`config.mk`:
```
export PLATFORM = sky130hd
export DESIGN_NAME = alex_filter_sequencer
export DESIGN_NICKNAME = d
export VERILOG_FILES = /design/src/rtl/alex_filter_sequencer.sv
export SDC_FILE = /design/constraint.sdc
export NUM_CORES = 1
export LEC_CHECK = 0
export BUFFER_PORTS_ARGS = -buffer_cell sky130_fd_sc_hd__buf_2
export CORE_ASPECT_RATIO = 0.5
export CORE_MARGIN = 4
export CORE_UTILIZATION = 42
export DETAILED_ROUTE_END_ITERATION = 8
export SYNTH_ARGS = -nofsm -noshare
export SYNTH_HDL_FRONTEND = slang
export SYNTH_SLANG_ARGS = --single-unit
```
`constraint.sdc`:
```
create_clock -name clock -period 1.8 [get_ports clock]
set_clock_uncertainty 0.15 [all_clocks]
set_input_delay 0.18 -clock clock [delete_from_list [all_inputs] [get_ports clock]]
set_output_delay 0.18 -clock clock [all_outputs]
set_load 0.02 [all_outputs]
```
`src/rtl/alex_filter_sequencer.sv`:
```
// Alex filter relay sequencer: detects LPF/HPF/TX changes, mutes TX, waits for the PA
// to drain, shifts the 16-bit relay word out MSB-first, latches it and waits for the relays to settle.
module alex_filter_sequencer #(
   parameter int CLK_DIV       = 2,
   parameter int SETTLE_CYCLES = 4800
) (
   input  logic       clock,
   input  logic       reset,
   input  logic [6:0] lpf,
   input  logic [5:0] hpf,
   input  logic       tx,
   input  logic       force_update,
   input  logic       pa_idle,
   output logic       spi_clk,
   output logic       spi_data,
   output logic       spi_load,
   output logic       tx_inhibit,
   output logic       busy
);

   localparam int DW = (CLK_DIV > 1) ? $clog2(CLK_DIV) : 1;
   localparam int SW = (SETTLE_CYCLES > 1) ? $clog2(SETTLE_CYCLES) : 1;
   localparam logic [DW-1:0] DIV_LAST    = DW'(CLK_DIV - 1);
   localparam logic [SW-1:0] SETTLE_LAST = SW'(SETTLE_CYCLES - 1);

   typedef enum logic [2:0] {IDLE, WAIT_IDLE, SHIFT, LATCH, SETTLE} state_t;

   state_t        state;
   logic [13:0]   fields;
   logic [13:0]   committed;
   logic          pending;
   logic          changed;
   logic          pend_now;
   logic [15:0]   word;
   logic [14:0]   shreg;
   logic [DW-1:0] div_cnt;
   logic [3:0]    bit_cnt;
   logic [SW-1:0] settle_cnt;

   assign fields   = {tx, lpf, hpf};
   assign word     = {1'b0, fields[13:6], 1'b0, fields[5:0]};
   assign changed  = (fields != committed) || force_update;
   // Using the live change term lets IDLE react on the same edge and lets SETTLE
   // hand over to IDLE without a one-cycle dip in tx_inhibit.
   assign pend_now = pending || changed;

   always_ff @(posedge clock) begin
      if (reset) begin
         state      <= IDLE;
         committed  <= '0;
         pending    <= 1'b1;
         spi_clk    <= 1'b0;
         spi_data   <= 1'b0;
         spi_load   <= 1'b0;
         tx_inhibit <= 1'b1;
         busy       <= 1'b0;
         shreg      <= '0;
         div_cnt    <= '0;
         bit_cnt    <= '0;
         settle_cnt <= '0;
      end else begin
         if (changed) pending <= 1'b1;
         case (state)
            IDLE: begin
               if (pend_now) begin
                  state      <= WAIT_IDLE;
                  tx_inhibit <= 1'b1;
                  busy       <= 1'b1;
               end else begin
                  tx_inhibit <= 1'b0;
               end
            end
            WAIT_IDLE: begin
               // Snapshot takes the newest inputs, so anything pending is covered here.
               if (pa_idle) begin
                  shreg     <= word[14:0];
                  committed <= fields;
                  pending   <= 1'b0;
                  spi_data  <= word[15];
                  spi_clk   <= 1'b0;
                  div_cnt   <= '0;
                  bit_cnt   <= '0;
                  state     <= SHIFT;
               end
            end
            SHIFT: begin
               if (div_cnt == DIV_LAST) begin
                  div_cnt <= '0;
                  if (!spi_clk) begin
                     spi_clk <= 1'b1;
                  end else begin
                     spi_clk <= 1'b0;
                     if (bit_cnt == 4'd15) begin
                        spi_load <= 1'b1;
                        state    <= LATCH;
                     end else begin
                        bit_cnt  <= bit_cnt + 4'd1;
                        spi_data <= shreg[14];
                        shreg    <= {shreg[13:0], 1'b0};
                     end
                  end
               end else begin
                  div_cnt <= div_cnt + 1'b1;
               end
            end
            LATCH: begin
               if (div_cnt == DIV_LAST) begin
                  div_cnt    <= '0;
                  spi_load   <= 1'b0;
                  settle_cnt <= '0;
                  state      <= SETTLE;
               end else begin
                  div_cnt <= div_cnt + 1'b1;
               end
            end
            SETTLE: begin
               if (settle_cnt == SETTLE_LAST) begin
                  state      <= IDLE;
                  busy       <= 1'b0;
                  tx_inhibit <= pend_now;
               end else begin
                  settle_cnt <= settle_cnt + 1'b1;
               end
            end
            default: state <= IDLE;
         endcase
      end
   end

endmodule

```
Word level (Yosys, flattened, before mapping)
Index checks and enable logic that the tools add are counted.

word-level totals
  output and inout bits = 5
  logic and storage cells = 94
  bits in registers = 56
  input bits = 18

cells by class
  reductions and logical operators = 18
  equal/unequal tests = 16
  muxes and demuxes = 45
  add/sub/neg operators = 3

operators by type and width
  cell                                                                    count
  15-bit two-way mux                                                      4
  15-bit one-hot mux with 2 select lines                                  1
  13-bit two-way mux                                                      2
  13-bit one-hot mux with 2 select lines                                  1
  3-bit two-way mux                                                       7
  1-bit two-way mux                                                       18
  2-bit != test (second input constant)                                   9
  4-bit two-way mux                                                       4
  3-bit one-hot mux with 5 select lines                                   1
  14-bit != test                                                          1
  13-bit by 1-bit adder with 13-bit output (second input constant)        1
  13-bit equality test (second input constant)                            1
  1-bit one-hot mux with 2 select lines                                   6
  5-bit AND reduction                                                     2
  2-bit nonzero test                                                      5
  3-bit AND reduction                                                     3
  4-bit one-hot mux with 2 select lines                                   1
  7-bit AND reduction                                                     1
  3-bit by 2-bit equality test with 1-bit output (second input constant)  2
  2-bit AND reduction                                                     3
  4-bit by 1-bit adder with 4-bit output (second input constant)          1
  4-bit equality test (second input constant)                             1
  3-bit by 1-bit equality test with 1-bit output (second input constant)  1
  3-bit equality test (second input constant)                             1
  4 further kinds                                                         5

Longest topological paths before layout
  depth in word-level cells = 5
  gate-level depth with buffers = 7
  mapped depth without buffers = 6

Worst setup path before layout
Ideal clock, no wire load.

  path kind = register -> register
  from = register settle_cnt[0]
  to = register settle_cnt[1]
  data required time = 1.522 ns
  setup time = 0.128 ns
  clock period less this slack = 1.822 ns
  path buffers = 1
  slack = -0.022 ns
  stages on the path, launching flop included = 8
  arrival time = 1.544 ns
  path through = dfxtp_1 ha_1 and3_1 nand4_1 a21oi_2 buf_4 mux2i_1 nor2_1

on the way
  cells in the longest elaborated chain, start to end = 3
  elaborated cells on any way between the ends = 6
  those cells by class = add/sub (1); eq/ne (2); mux (2); reduce/logical (1)

RTL lines
  what                                                                                     line      source
  start, declared                                                                          38        logic [SW-1:0] settle_cnt;
  start signal, assigned                                                                   122       settle_cnt <= settle_cnt + 1'b1;
  13-bit by 1-bit adder with 13-bit output / 13-bit equality test (equally long branches)  122, 117
  13-bit two-way mux / 2-bit != test (equally long branches)                               -
  13-bit one-hot mux with 2 select lines / 3-bit AND reduction (equally long branches)     -

Parallel ways exist; a longest one is shown, timed or not. The select of a mux whose other input is x is not followed.
A chain may end at the register's enable or synchronous reset.

Worst setup path in the final report
  from = register settle_cnt[6]
  to = register settle_cnt[11]

Same word-level chain as after synthesis.

==> metrics.cfg <==
[run]
cap_violations = 0

[detailed_routing]
avgRoutedWirePerCell_um = 13.3
drc = 0
ant_nets = 0
routed_wl_mm = 5.74
drt_iter0_markers = 116
viasPerCell = 5.21
vias = 2256
firstDrtPassIters = 4

[clock_tree]
clk_pin_slew_worst_paths_ps = 70
clock_latency_ps = 300
cts_buffers = 5
htreeDepth = 2
cts_tree = yes
clock-root-buffer = clkbuf_16
clock_sinks = 56
clock_path_buffers = 2

[floorplan]
initial_core_util = 0.454
core_area_um2 = 5730
die_h_um = 63.7
die_w_um = 119
io_pins = 23
dieArea_um2 = 7600
rows = 19

[timing]
holdWs_ps = 10.5
timing.fmax_mhz = 558
fin_setup_tns_ps = 0
setup_viol = 0
slew_headroom = 0.740
drv_slew = 0
min_period_ps = 1790
worstMarginPinSlew_ps = 390
grt_setup_unrepaired = yes
fin_crit_sh = 0.995
hold_violations = 0

[place]
gp_congestion = 0.759
place_hpwl_mm = 4.09
port_buffers = 22

[power]
powerDensity_nw_per_um2 = 810
p_leak_nw = 1.23
peakVddDrop_mv = 0.372

[synthesis]
synthMuxAreaShare = 0.0697
synth_top_family_by_area = simple AND/OR/NAND/NOR gates
syn_avg_cell_area_um2 = 8.76
netlist_top_cells_area = dfxtp_1, mux2i_1, xnor2_1
synth_edf_count = 0
synth-compound-area-share = 0.157
yosysWarnings = 0
yosys.area_share.simple = 0.229
synth_top_cell_by_area = dfxtp_1
async_flop_share = 0
synth-seq-cells = 56
netlist_instances = 297
yosysSeqAreaShare = 0.431
synth_nets = 317
synthAdderAreaFrac = 0.00962
synth_xor_area_frac = 0.0673
synth_cell_type_count = 41
syn_area_um2 = 2600
synth_top_area_share = 0.431
synth_ff_type = dfxtp_1

[global_routing]
gr-usage-all-layers = 0.160
grt_pass1_wl_mm = 10.1
grt.overflow.total = 0
antenna_found_initial = 0
grt_pass1_vias = 2242
grt_max_degree = 38

[min_path]
min_from = hpf[3]
min_path_type = primary input to flop
whs_path_depth = 3
whs_endpoint = committed[3]

[cells_and_area]
syn2layout_area_growth_pct = 27.6
n_antenna_cell = 0
fin_nets = 368
n_fill_cell = 539
drive_gt1_frac = 0.298
final_util = 0.580

[setup_path]
critPathTopFamily = simple AND/OR/NAND/NOR gates
critPathArrivalTime_ps = 1830
path_cells = nor4_4 -> nand4_1 -> a21oi_4 -> buf_6 -> and4b_1 -> mux2i_1
r2r-start = settle_cnt[6]
regToRegSetupSlack_ps = 9
crit_slowest_cell = dfxtp_2
timing.critical_path.buf_inv = 1
start_kind = flop
worstSetupPathType = flop to flop
reg2reg_to = settle_cnt[11]
cp_max_fo = 6
reg2reg_depth = 6
end_kind = flop
crit_required_ps = 1840
crit_path_max_incr_delay_ps = 340
startpoint = settle_cnt[6]

[status]
outcome = complete, no violations

==> logic make-up after synthesis <==
group	Yosys count
AO/OA/AOI/OAI	65
buffers and inverters	19
XOR/XNOR	20
flip-flops	56
multiplexers	18
AND/OR/NAND/NOR	117
adder cells (fa/ha/maj)	2
==> cells in the final DEF (no fill, tap or decap), types with 5 or more instances in the layout <==
| master | instances |
|---|---|
| a211oi_1 | 15 |
| a21oi_1 | 25 |
| buf_2 | 22 |
| buf_4 | 34 |
| clkbuf_16 | 5 |
| dfxtp_1 | 43 |
| dfxtp_2 | 13 |
| mux2i_1 | 17 |
| nand2_1 | 37 |
| nand3_1 | 13 |
| nor2_1 | 23 |
| nor3_1 | 6 |
| o21ai_0 | 12 |
| or3_1 | 8 |
| xnor2_1 | 12 |
| xnor2_2 | 5 |
==> power breakdown <==
part | total (mW) | switching (mW) | internal (mW)
registers | 1.35 | 0.0455 | 1.30
logic | 0.359 | 0.182 | 0.177
clock network | 0.986 | 0.464 | 0.522
total | 2.69 | 0.692 | 2.00
==> state kept, by name, indices dropped and copies added (netlist names) <==
register    cells
shreg          15
div_cnt         1
bit_cnt         4
settle_cnt     13
state           3
tx_inhibit      1
committed      14
pending         1
busy            1
spi_data        1
spi_clk         1
spi_load        1
==> per-layer routing <==
layer	track usage	share of wire	up-vias	routed length, um
met5	0	0	-	0
met4	0.0456	0.011	0	65
met3	0.0429	0.042	9	243
met2	0.282	0.47	36	2720
met1	0.194	0.47	1057	2710
li1	-	-	1154	-
==> tightest hold or removal path, delay by kind of cell <==
kind            cells  cell delay [ps]
simple gates        1               50
buf+inv             1              120
compound gates      1               50
==> worst max-delay path by stage <==
stage	endpoint	slack (ps)	cells after the start
3_3_place_gp	state[0]	20	4
6_report	settle_cnt[11]	9	6
5_1_grt	settle_cnt[11]	-150	6
2_1_floorplan	settle_cnt[1]	6	7
3_5_place_dp	settle_cnt[3]	-60	7
4_1_cts	settle_cnt[11]	-30	7
==> through the flow <==
step	worst slack [ps]	power (mW)	cells	cell area, um2
final	8.98	2.69	433	3320
after global routing	-150	2.83	433	3320
after detailed placement	-60.0	1.71	421	3020
after global placement	15.4	1.70	421	3020
after CTS	-33.4	2.71	433	3230
after floorplan	6.13	1.59	297	2610
==> synthesized netlist by cell type (6+ instances only) <==
master,number
nor3_1,6
clkbuf_1,9
xnor2_1,17
o21ai_0,12
a21oi_1,26
nor2_1,24
or3_1,8
mux2i_1,17
nand2_1,37
buf_2,6
dfxtp_1,56
a211oi_1,15
nand3_1,13
and3_1,6
==> layout make-up <==
cell class              instances  area (um2)  area share
inverters                       1        3.75     0.00113
clock inverters                 3        22.5     0.00678
repair buffers                 62         438       0.132
well taps                      84         105      0.0316
clock buffers                   5         125      0.0377
flip-flops and latches         56        1140       0.342
multi-input cells             222        1490       0.449
==> timing repair <==
action,CTS,global route
setup buffers,1,0
endpoints found under the setup margin,10,13
endpoints found under the hold margin,3,0
hold buffers,3,0
resized for setup,11,19
cloned,0,0
pin swaps,5,11
(Power assumes the default switching activity.)
